--- src/rtl/comp_accum_bank.sv ---
// comp_accum_bank: a bank of CH signed accumulators that sums one tile of
// len input beats per channel and then holds the totals until the consumer
// takes them.
// Optional feature macro: COMP_ACC_SAT_EN. When it is defined, overflowing
// additions saturate. When it is not defined, they wrap.
// In both builds a signed overflow sets that channel's sticky ovf bit.
module comp_accum_bank #(
    parameter int CH    = 8,
    parameter int IN_W  = 33,
    parameter int ACC_W = 40,
    parameter int LEN_W = 8
) (
    input  logic                clk,
    input  logic                rst,
    input  logic                clr,
    input  logic                start,
    input  logic [LEN_W-1:0]    len,
    input  logic                in_valid,
    input  logic [CH*IN_W-1:0]  in_data,
    output logic                in_ready,
    output logic                out_valid,
    output logic [CH*ACC_W-1:0] out_data,
    input  logic                out_ready,
    output logic                busy,
    output logic [CH-1:0]       ovf
);

    typedef enum logic [1:0] {IDLE, ACCUM, DRAIN} state_t;

    localparam logic signed [ACC_W-1:0] ACC_MAX = {1'b0, {(ACC_W-1){1'b1}}};
    localparam logic signed [ACC_W-1:0] ACC_MIN = {1'b1, {(ACC_W-1){1'b0}}};

    state_t                   state;
    logic [LEN_W-1:0]         cnt;
    logic [LEN_W-1:0]         len_q;
    logic signed [ACC_W-1:0]  acc     [CH];
    logic signed [ACC_W-1:0]  acc_nxt [CH];
    logic [CH-1:0]            ovf_now;

    // Per-channel add of the sign-extended slice, with overflow detection
    // and, optionally, clamping.
    always_comb begin
        logic signed [IN_W-1:0] slice;
        logic signed [ACC_W:0]  sum;
        ovf_now = '0;
        for (int unsigned c = 0; c < CH; c++) begin
            slice      = in_data[c*IN_W +: IN_W];
            sum        = (ACC_W+1)'(acc[c]) + (ACC_W+1)'(slice);
            ovf_now[c] = sum[ACC_W] ^ sum[ACC_W-1];
`ifdef COMP_ACC_SAT_EN
            if (ovf_now[c])
                acc_nxt[c] = sum[ACC_W] ? ACC_MIN : ACC_MAX;
            else
                acc_nxt[c] = sum[ACC_W-1:0];
`else
            acc_nxt[c] = sum[ACC_W-1:0];
`endif
        end
    end

    // Pack the accumulators onto the output bus.
    always_comb begin
        out_data = '0;
        for (int unsigned c = 0; c < CH; c++)
            out_data[c*ACC_W +: ACC_W] = acc[c];
    end

    // Tile FSM. The accumulators, counter and registered handshake outputs
    // are updated here. rst and clr override all other activity.
    always_ff @(posedge clk) begin
        if (rst || clr) begin
            state     <= IDLE;
            cnt       <= '0;
            ovf       <= '0;
            in_ready  <= 1'b0;
            out_valid <= 1'b0;
            busy      <= 1'b0;
            if (rst)
                len_q <= '0;
            for (int unsigned c = 0; c < CH; c++)
                acc[c] <= '0;
        end else begin
            case (state)
                IDLE: begin
                    if (start) begin
                        cnt   <= '0;
                        ovf   <= '0;
                        len_q <= len;
                        busy  <= 1'b1;
                        for (int unsigned c = 0; c < CH; c++)
                            acc[c] <= '0;
                        if (len != '0) begin
                            state    <= ACCUM;
                            in_ready <= 1'b1;
                        end else begin
                            state     <= DRAIN;
                            out_valid <= 1'b1;
                        end
                    end
                end
                ACCUM: begin
                    if (in_valid) begin
                        cnt <= cnt + LEN_W'(1);
                        ovf <= ovf | ovf_now;
                        for (int unsigned c = 0; c < CH; c++)
                            acc[c] <= acc_nxt[c];
                        if (cnt == len_q - LEN_W'(1)) begin
                            state     <= DRAIN;
                            in_ready  <= 1'b0;
                            out_valid <= 1'b1;
                        end
                    end
                end
                DRAIN: begin
                    if (out_ready) begin
                        state     <= IDLE;
                        out_valid <= 1'b0;
                        busy      <= 1'b0;
                    end
                end
                default: begin
                    state     <= IDLE;
                    in_ready  <= 1'b0;
                    out_valid <= 1'b0;
                    busy      <= 1'b0;
                end
            endcase
        end
    end

endmodule

--- config.mk ---
export PLATFORM = sky130hd
export DESIGN_NAME = comp_accum_bank
export DESIGN_NICKNAME = d
export VERILOG_FILES = /design/src/rtl/comp_accum_bank.sv
export SDC_FILE = /design/constraint.sdc
export NUM_CORES = 1
export LEC_CHECK = 0
export CORE_MARGIN = 4
export CORE_UTILIZATION = 45
export CTS_BUF_LIST = sky130_fd_sc_hd__clkbuf_4 sky130_fd_sc_hd__clkbuf_8
export CTS_CLUSTER_DIAMETER = 120
export DETAILED_ROUTE_END_ITERATION = 6
export PLACE_DENSITY = 0.72
export SETUP_SLACK_MARGIN = 0.1
export SLEW_MARGIN = 40
export SYNTH_ARGS = -nofsm -noshare
export SYNTH_HDL_FRONTEND = slang
export SYNTH_SLANG_ARGS = --single-unit
--- constraint.sdc ---
create_clock -name clk -period 5.3 [get_ports clk]
set_clock_uncertainty 0.15 [all_clocks]
set_input_delay 0.795 -clock clk [delete_from_list [all_inputs] [get_ports clk]]
set_output_delay 0.795 -clock clk [all_outputs]
set_load 0.02 [all_outputs]
==> results of run 1 <==
-- power by group --
part           internal, mW  switching (mW)  leakage (nW)  total [mW]
clock                  1.66            1.29         0.777        2.95
sequential             3.09          0.0894          3.83        3.18
combinational          1.02            1.23          11.4        2.25
-- layout make-up --
| type | count | area (um2) | area share |
|---|---|---|---|
| multi-input cells | 2539 | 17500 | 0.480 |
| flip-flops and latches | 349 | 9870 | 0.270 |
| repair buffers | 622 | 6230 | 0.171 |
| clock buffers | 105 | 1290 | 0.0353 |
| well taps | 837 | 1050 | 0.0287 |
| inverters | 87 | 338 | 0.00925 |
| clock inverters | 23 | 164 | 0.00449 |
| diodes | 15 | 37.5 | 0.00103 |
-- placed cells by master (no fill, tap or decap), drive strengths merged, types with 8 or more instances in the layout --
master	instances
and2	40
nor2	402
nor3	44
o21bai	32
xnor2	142
clkdlybuf4s50	608
or3	13
clkinv	19
dfxtp	61
a31oi	36
a22oi	17
nand2b	38
nor2b	37
nand4	37
fa	8
nand3	65
inv	88
ha	322
a211o	12
or2	13
xor2	144
edfxtp	288
o211ai	16
clkbuf	105
o31ai	16
diode	15
o21ai	194
a41oi	13
buf	14
and3	36
a311oi	8
a21o	189
nand2	166
a221o	11
a21oi	297
a211oi	45
o21a	30
-- worst max path at each step --
stage	start	to	slack, ns
floorplan	clr	acc[0][100]	0.78
global placement	in_data[231]	acc[1][158]	0.48
detailed placement	in_data[231]	acc[1][158]	0.42
CTS	in_data[231]	acc[1][158]	1.11
global route	in_data[165]	ovf[5]	0.71
finish	in_data[231]	acc[1][158]	1.02
-- sequential cells by signal (all words and copies together), names as in the netlist --
signal     flops
ovf            8
state          2
acc          320
in_ready       1
cnt            8
out_valid      1
busy           1
len_q          8
-- critical path, cell delays in order --
cell and delay [ns]:
clkdlybuf4s50_1 0.40, ha_1 0.25, fa_1 0.46, a211oi_1 0.34
o211ai_1 0.22, nand4_1 0.17, a31oi_1 0.18, a21oi_1 0.26
a41oi_1 0.21, o41ai_1 0.53, nand2b_1 0.19, nand3_1 0.17
o21ai_0 0.13, xnor2_1 0.15, nor2_1 0.05
-- logic make-up after synthesis --
group           Yosys count  synth area share
buf+inv                 174            0.0242
xor+xnor                286            0.0893
fa+ha+maj               330             0.149
flops                   349             0.352
compound gates          998             0.232
simple gates            922             0.152
mux                       3           0.00107
-- through the flow --
step / hold slack [ns] / std cells / instance area [um2] / total power [mW] / setup WS, ns
global route: 0.319 / 4574 / 36500 / 8.79 / 0.710
floorplan: 0.350 / 3062 / 28100 / 4.65 / 0.778
CTS: 0.296 / 4562 / 36500 / 8.44 / 1.11
detailed placement: 0.288 / 4434 / 35000 / 5.45 / 0.422
global placement: 0.286 / 4434 / 35000 / 5.44 / 0.478
finish: 0.292 / 4577 / 36500 / 8.37 / 1.02
-- routing by layer --
layer | vias to the layer above | GRT usage
met1 | 12000 | 0.312
li1 | 12700 | -
met4 | 2 | 0.113
met3 | 205 | 0.0797
met2 | 853 | 0.423
met5 | - | 0
==> metrics, run 1 <==
vias in the first global route 25.0k; fmax 233 MHz; Layout area overhead 30.1%; Main synth FF type edfxtp_1; Iter 0 DRT Violations 1663; WHS Path Cells 2; # port buffers 608; first-pass GRT wire length 138 mm; # setup viols final 0; worst reg2reg path startpoint acc[1][120]; status completed; post-route antenna net violation count 0; cts hold-fix bufs 0; RR Endpoint acc[1][158]; metal3 WL 7.72 mm; r2r setup slk 1.17 ns; core footprint 0.0617 mm2; Cell variety after synth 96; Slew headroom 0.461; top routing layer in use met5; top post-synthesis cells by area edfxtp_1 31%, ha_1 14%, nor2_1 5.4%; H-tree depth 3; die area 0.0664 mm2; Num CTS Buffers 71; crit path max fanout 4; all-layer global routing usage 0.257; top cells by instance count after synthesis 402 x nor2_1, 322 x ha_1, 297 x a21oi_1, 288 x edfxtp_1, 188 x a21o_1; Critical Path Source Type input port; Worst-Skew Late Latency 0.65 ns; HPWL Detailed 69.4 mm; # DRC 0; CP endpoint kind register; Die Ht 258 um; Hold Path Origin ovf[6]; layout cells sized above 1 0.0497; crit path DAT 4.51 ns; Final Hold Vio Count 0; Tcrit/Tclk final 0.808; Starting Density 0.455; Worst Hold End ovf[6]; Post-Syn Area 0.0281 mm2; Post-synth EDFFs 288; met2 routed WL 41.3 mm; TritonCTS clock tree built; register bit total from synthesis 349; R2R cell count 14; number of vias per cell 5.63; Post-CTS Setup Repair Bufs 0; Root Driver clkbuf_8; GPL Wtd Cong 0.943; Cells after Synth 3062; post-synth top area cell edfxtp_1; row cnt 91; sequential fraction of the synthesis area 0.352; Fillers 5456; Async SR Flop Fraction 0; YS warnings 0; setup_tns 0 ns; Pins Over Slew Limit 0; largest net degree at the start of global routing 122; net count reported at finish 4278; Die Wd 258 um; Worst Hold Class reg -> reg; RSZ-0062 raised after global routing false; Avg Cell Area, Syn 9.16 um2; WP data required 5.53 ns; Cell Pwr Density 229 mW/mm2; clock-pin slew on the worst setup and hold paths 0.06 ns; I/O Pins 609; initial antenna violation count 15; LEAKAGE 16.0 nW; Pre-antenna DRT Iters 5; Vias 25.8k; Max clock buf depth 3; global route overflow 0; Routed WL 89.7 mm; post-synthesis net count 3670; post-CTS sizing 0; most common cell in the synthesized netlist nor2_1; Sink Count 349; final core utilization 0.592; kind of critical path in -> reg; Peak VDD IR 0.156 mV; share of the synthesized area in the top cell type 0.308; minimum clock period 4.28 ns; Tightest Pin Transition 0.809 ns; WL met1 36.6 mm; drt wl/cell 19.6 um; max_cap viols 0
Power figures use the tool's default switching activity.
==> run 2: changes to the inputs <==
==> constraint.sdc (replaced) <==
create_clock -name clk -period 4.5 [get_ports clk]
set_clock_uncertainty 0.15 [all_clocks]
set_input_delay 0.675 -clock clk [delete_from_list [all_inputs] [get_ports clk]]
set_output_delay 0.675 -clock clk [all_outputs]
set_load 0.02 [all_outputs]
==> metrics, run 2 (synthesis gave the netlist of run 1 again) <==
crit path cell chain clkdlybuf4s50_1 > ha_1 > fa_1 > a211oi_1 > o211ai_1 > a22o_1 > a21o_1 > a21o_1 > a21oi_1 > o21ba_2 > o21bai_1 > a211oi_1 > o41ai_1 > xnor2_1 > nor2_1; HPWL Detailed 71.9 mm (+3.5%); Starting Density 0.455 (unchanged); Die Wd 258 um (unchanged); R2R cell count 14 (unchanged); Vias 25.9k (+0.41%); Die Ht 258 um (unchanged); clock-pin slew on the worst setup and hold paths 0.07 ns (about the same); WP data required 4.73 ns (-0.80 ns); Pins Over Slew Limit 0 (unchanged); layout cells sized above 1 0.0658 (+0.0162); all-layer global routing usage 0.262 (+0.00521); commonest non-fill, non-tap cell in the layout clkdlybuf4s50_1; worst slack at placement -0.0517 ns (-0.473 ns); fmax 252 MHz; final instance area 0.0370 mm2 (+1.4%); Tightest Pin Transition 0.782 ns (-0.0264 ns); RSZ-0062 raised after global routing false; commonest non-fill, non-tap cells in the layout 608 x clkdlybuf4s50_1, 402 x nor2_1, 322 x ha_1; dpl cell area 0.0355 mm2 (+1.5%); status completed; max_cap viols 0 (unchanged); post-CTS sizing 0 (unchanged); max reg flops 320 (unchanged); Pre-antenna DRT Iters 6 (+1); Max clock buf depth 3 (unchanged); largest net degree at the start of global routing 81 (-34%); core footprint 0.0617 mm2 (unchanged); fin worst setup slack 0.531 ns (-0.486 ns); WHS Path Cells 2 (unchanged); Critical Path Source Type input port; LEAKAGE 16.3 nW (+2.0%); crit path DAT 4.20 ns (-0.31 ns); Worst Hold Class reg -> reg; Num CTS Buffers 71 (unchanged); I/O Pins 609 (unchanged); CP endpoint kind register; Top reg by flops acc; Crit-path slowest cell clkdlybuf4s50_1; Cell Pwr Density 266 mW/mm2 (+16%); cts hold-fix bufs 0 (unchanged); net count reported at finish 4346 (+1.6%); fin cells 4649 (+1.6%); # port buffers 608 (unchanged); global route overflow 0 (unchanged); post-route antenna net violation count 0 (unchanged); GPL Wtd Cong 0.941 (-0.27%); drt wl/cell 19.8 um (+0.94%); # DRC 0 (unchanged); row cnt 91 (unchanged); CP Buf/Inv Count 1 (unchanged); first-pass GRT wire length 140 mm (+1.5%); Worst-Skew Late Latency 0.65 ns (about the same); Largest stage delay, worst path 0.42 ns (-0.11 ns); worst reg2reg path startpoint acc[0][40]; vias in the first global route 25.2k (+0.82%); Routed WL 91.9 mm (+2.5%); r2r setup slk 0.54 ns (-0.63 ns); Hold Path Origin ovf[7]; Post-CTS Setup Repair Bufs 0 (unchanged); die area 0.0664 mm2 (unchanged); Total Power 9.83 mW (+17%); Worst Hold End ovf[7]; Root Driver clkbuf_8; Final Hold Vio Count 0 (unchanged); setup_tns 0 ns (unchanged); number of vias per cell 5.56 (-1.1%); Iter 0 DRT Violations 1623 (-2.4%); Slew headroom 0.479 (+0.0176); Tcrit/Tclk final 0.882; H-tree depth 3 (unchanged); # setup viols final 0 (unchanged); Sink Count 349 (unchanged); kind of critical path in -> reg; Worst path top cell family by delay compound AO/OA/AOI/OAI gates; initial antenna violation count 17 (+2); crit path max fanout 3 (-1); minimum clock period 3.97 ns; Placed Instances 4502 (+1.5%); Peak VDD IR 0.187 mV (+19%); TritonCTS clock tree built; RR Endpoint acc[0][68]; Layout area overhead 31.9%
==> run 2: routing by layer <==
| layer | up-vias | share of wire | GRT usage |
|---|---|---|---|
| li1 | 12800 | - | - |
| met1 | 12000 | 0.41 | 0.322 |
| met2 | 918 | 0.46 | 0.424 |
| met3 | 190 | 0.093 | 0.0826 |
| met4 | 6 | 0.043 | 0.117 |
| met5 | - | 0.00044 | 0 |
==> run 2: worst max path at each step <==
stage	depth (start not counted)	endpoint	start	slack, ns
floorplan	6	acc[0][100]	clr	0.18
global placement	15	ovf[5]	in_data[165]	0.03
detailed placement	15	ovf[3]	in_data[99]	-0.05
CTS	14	ovf[3]	acc[0][120]	0.58
global route	13	acc[1][153]	acc[1][121]	0.26
finish	15	acc[0][68]	in_data[33]	0.53
==> run 2: through the flow <==
step	utilization	hold slack, ns
5_1_grt	0.600	0.338
4_1_cts	0.599	0.298
6_report	0.600	0.297
2_1_floorplan	-	0.350
3_5_place_dp	0.576	0.292
3_3_place_gp	0.576	0.288
==> run 2: area by class of cell <==
cell class,count,area (um2)
antenna,15,37.5
clock buffer,107,1310
clock inverter,25,111
fill,5466,24700
inverter,87,334
multi-input combinational,2539,17500
sequential,349,9870
tap,837,1050
timing repair buffer,690,6760
==> run 2: tightest hold or removal path, stage by stage, from the launching register on <==
cell	delay, ns
dfxtp_1	0.30
nand2_1	0.05
o21ai_1	0.05
==> run 2: power by group <==
part           switching [mW]  internal [mW]
sequential              0.104           3.64
combinational            1.46           1.25
clock                    1.52           1.86
total                    3.09           6.75
==> run 3: changes to the inputs <==
==> constraint.sdc (replaced) <==
create_clock -name clk -period 4.5 [get_ports clk]
set_clock_uncertainty 0.15 [all_clocks]
set_input_delay 0.675 -clock clk [delete_from_list [all_inputs] [get_ports clk]]
set_output_delay 0.675 -clock clk [all_outputs]
set_load 0.01 [all_outputs]
==> results of run 3 <==
The final DEF is identical to that of run 2. Status: completed.
Among the figures that moved: total power 9.83 mW -> 9.73 mW; worst IR drop on VDD 0.187 mV -> 0.186 mV
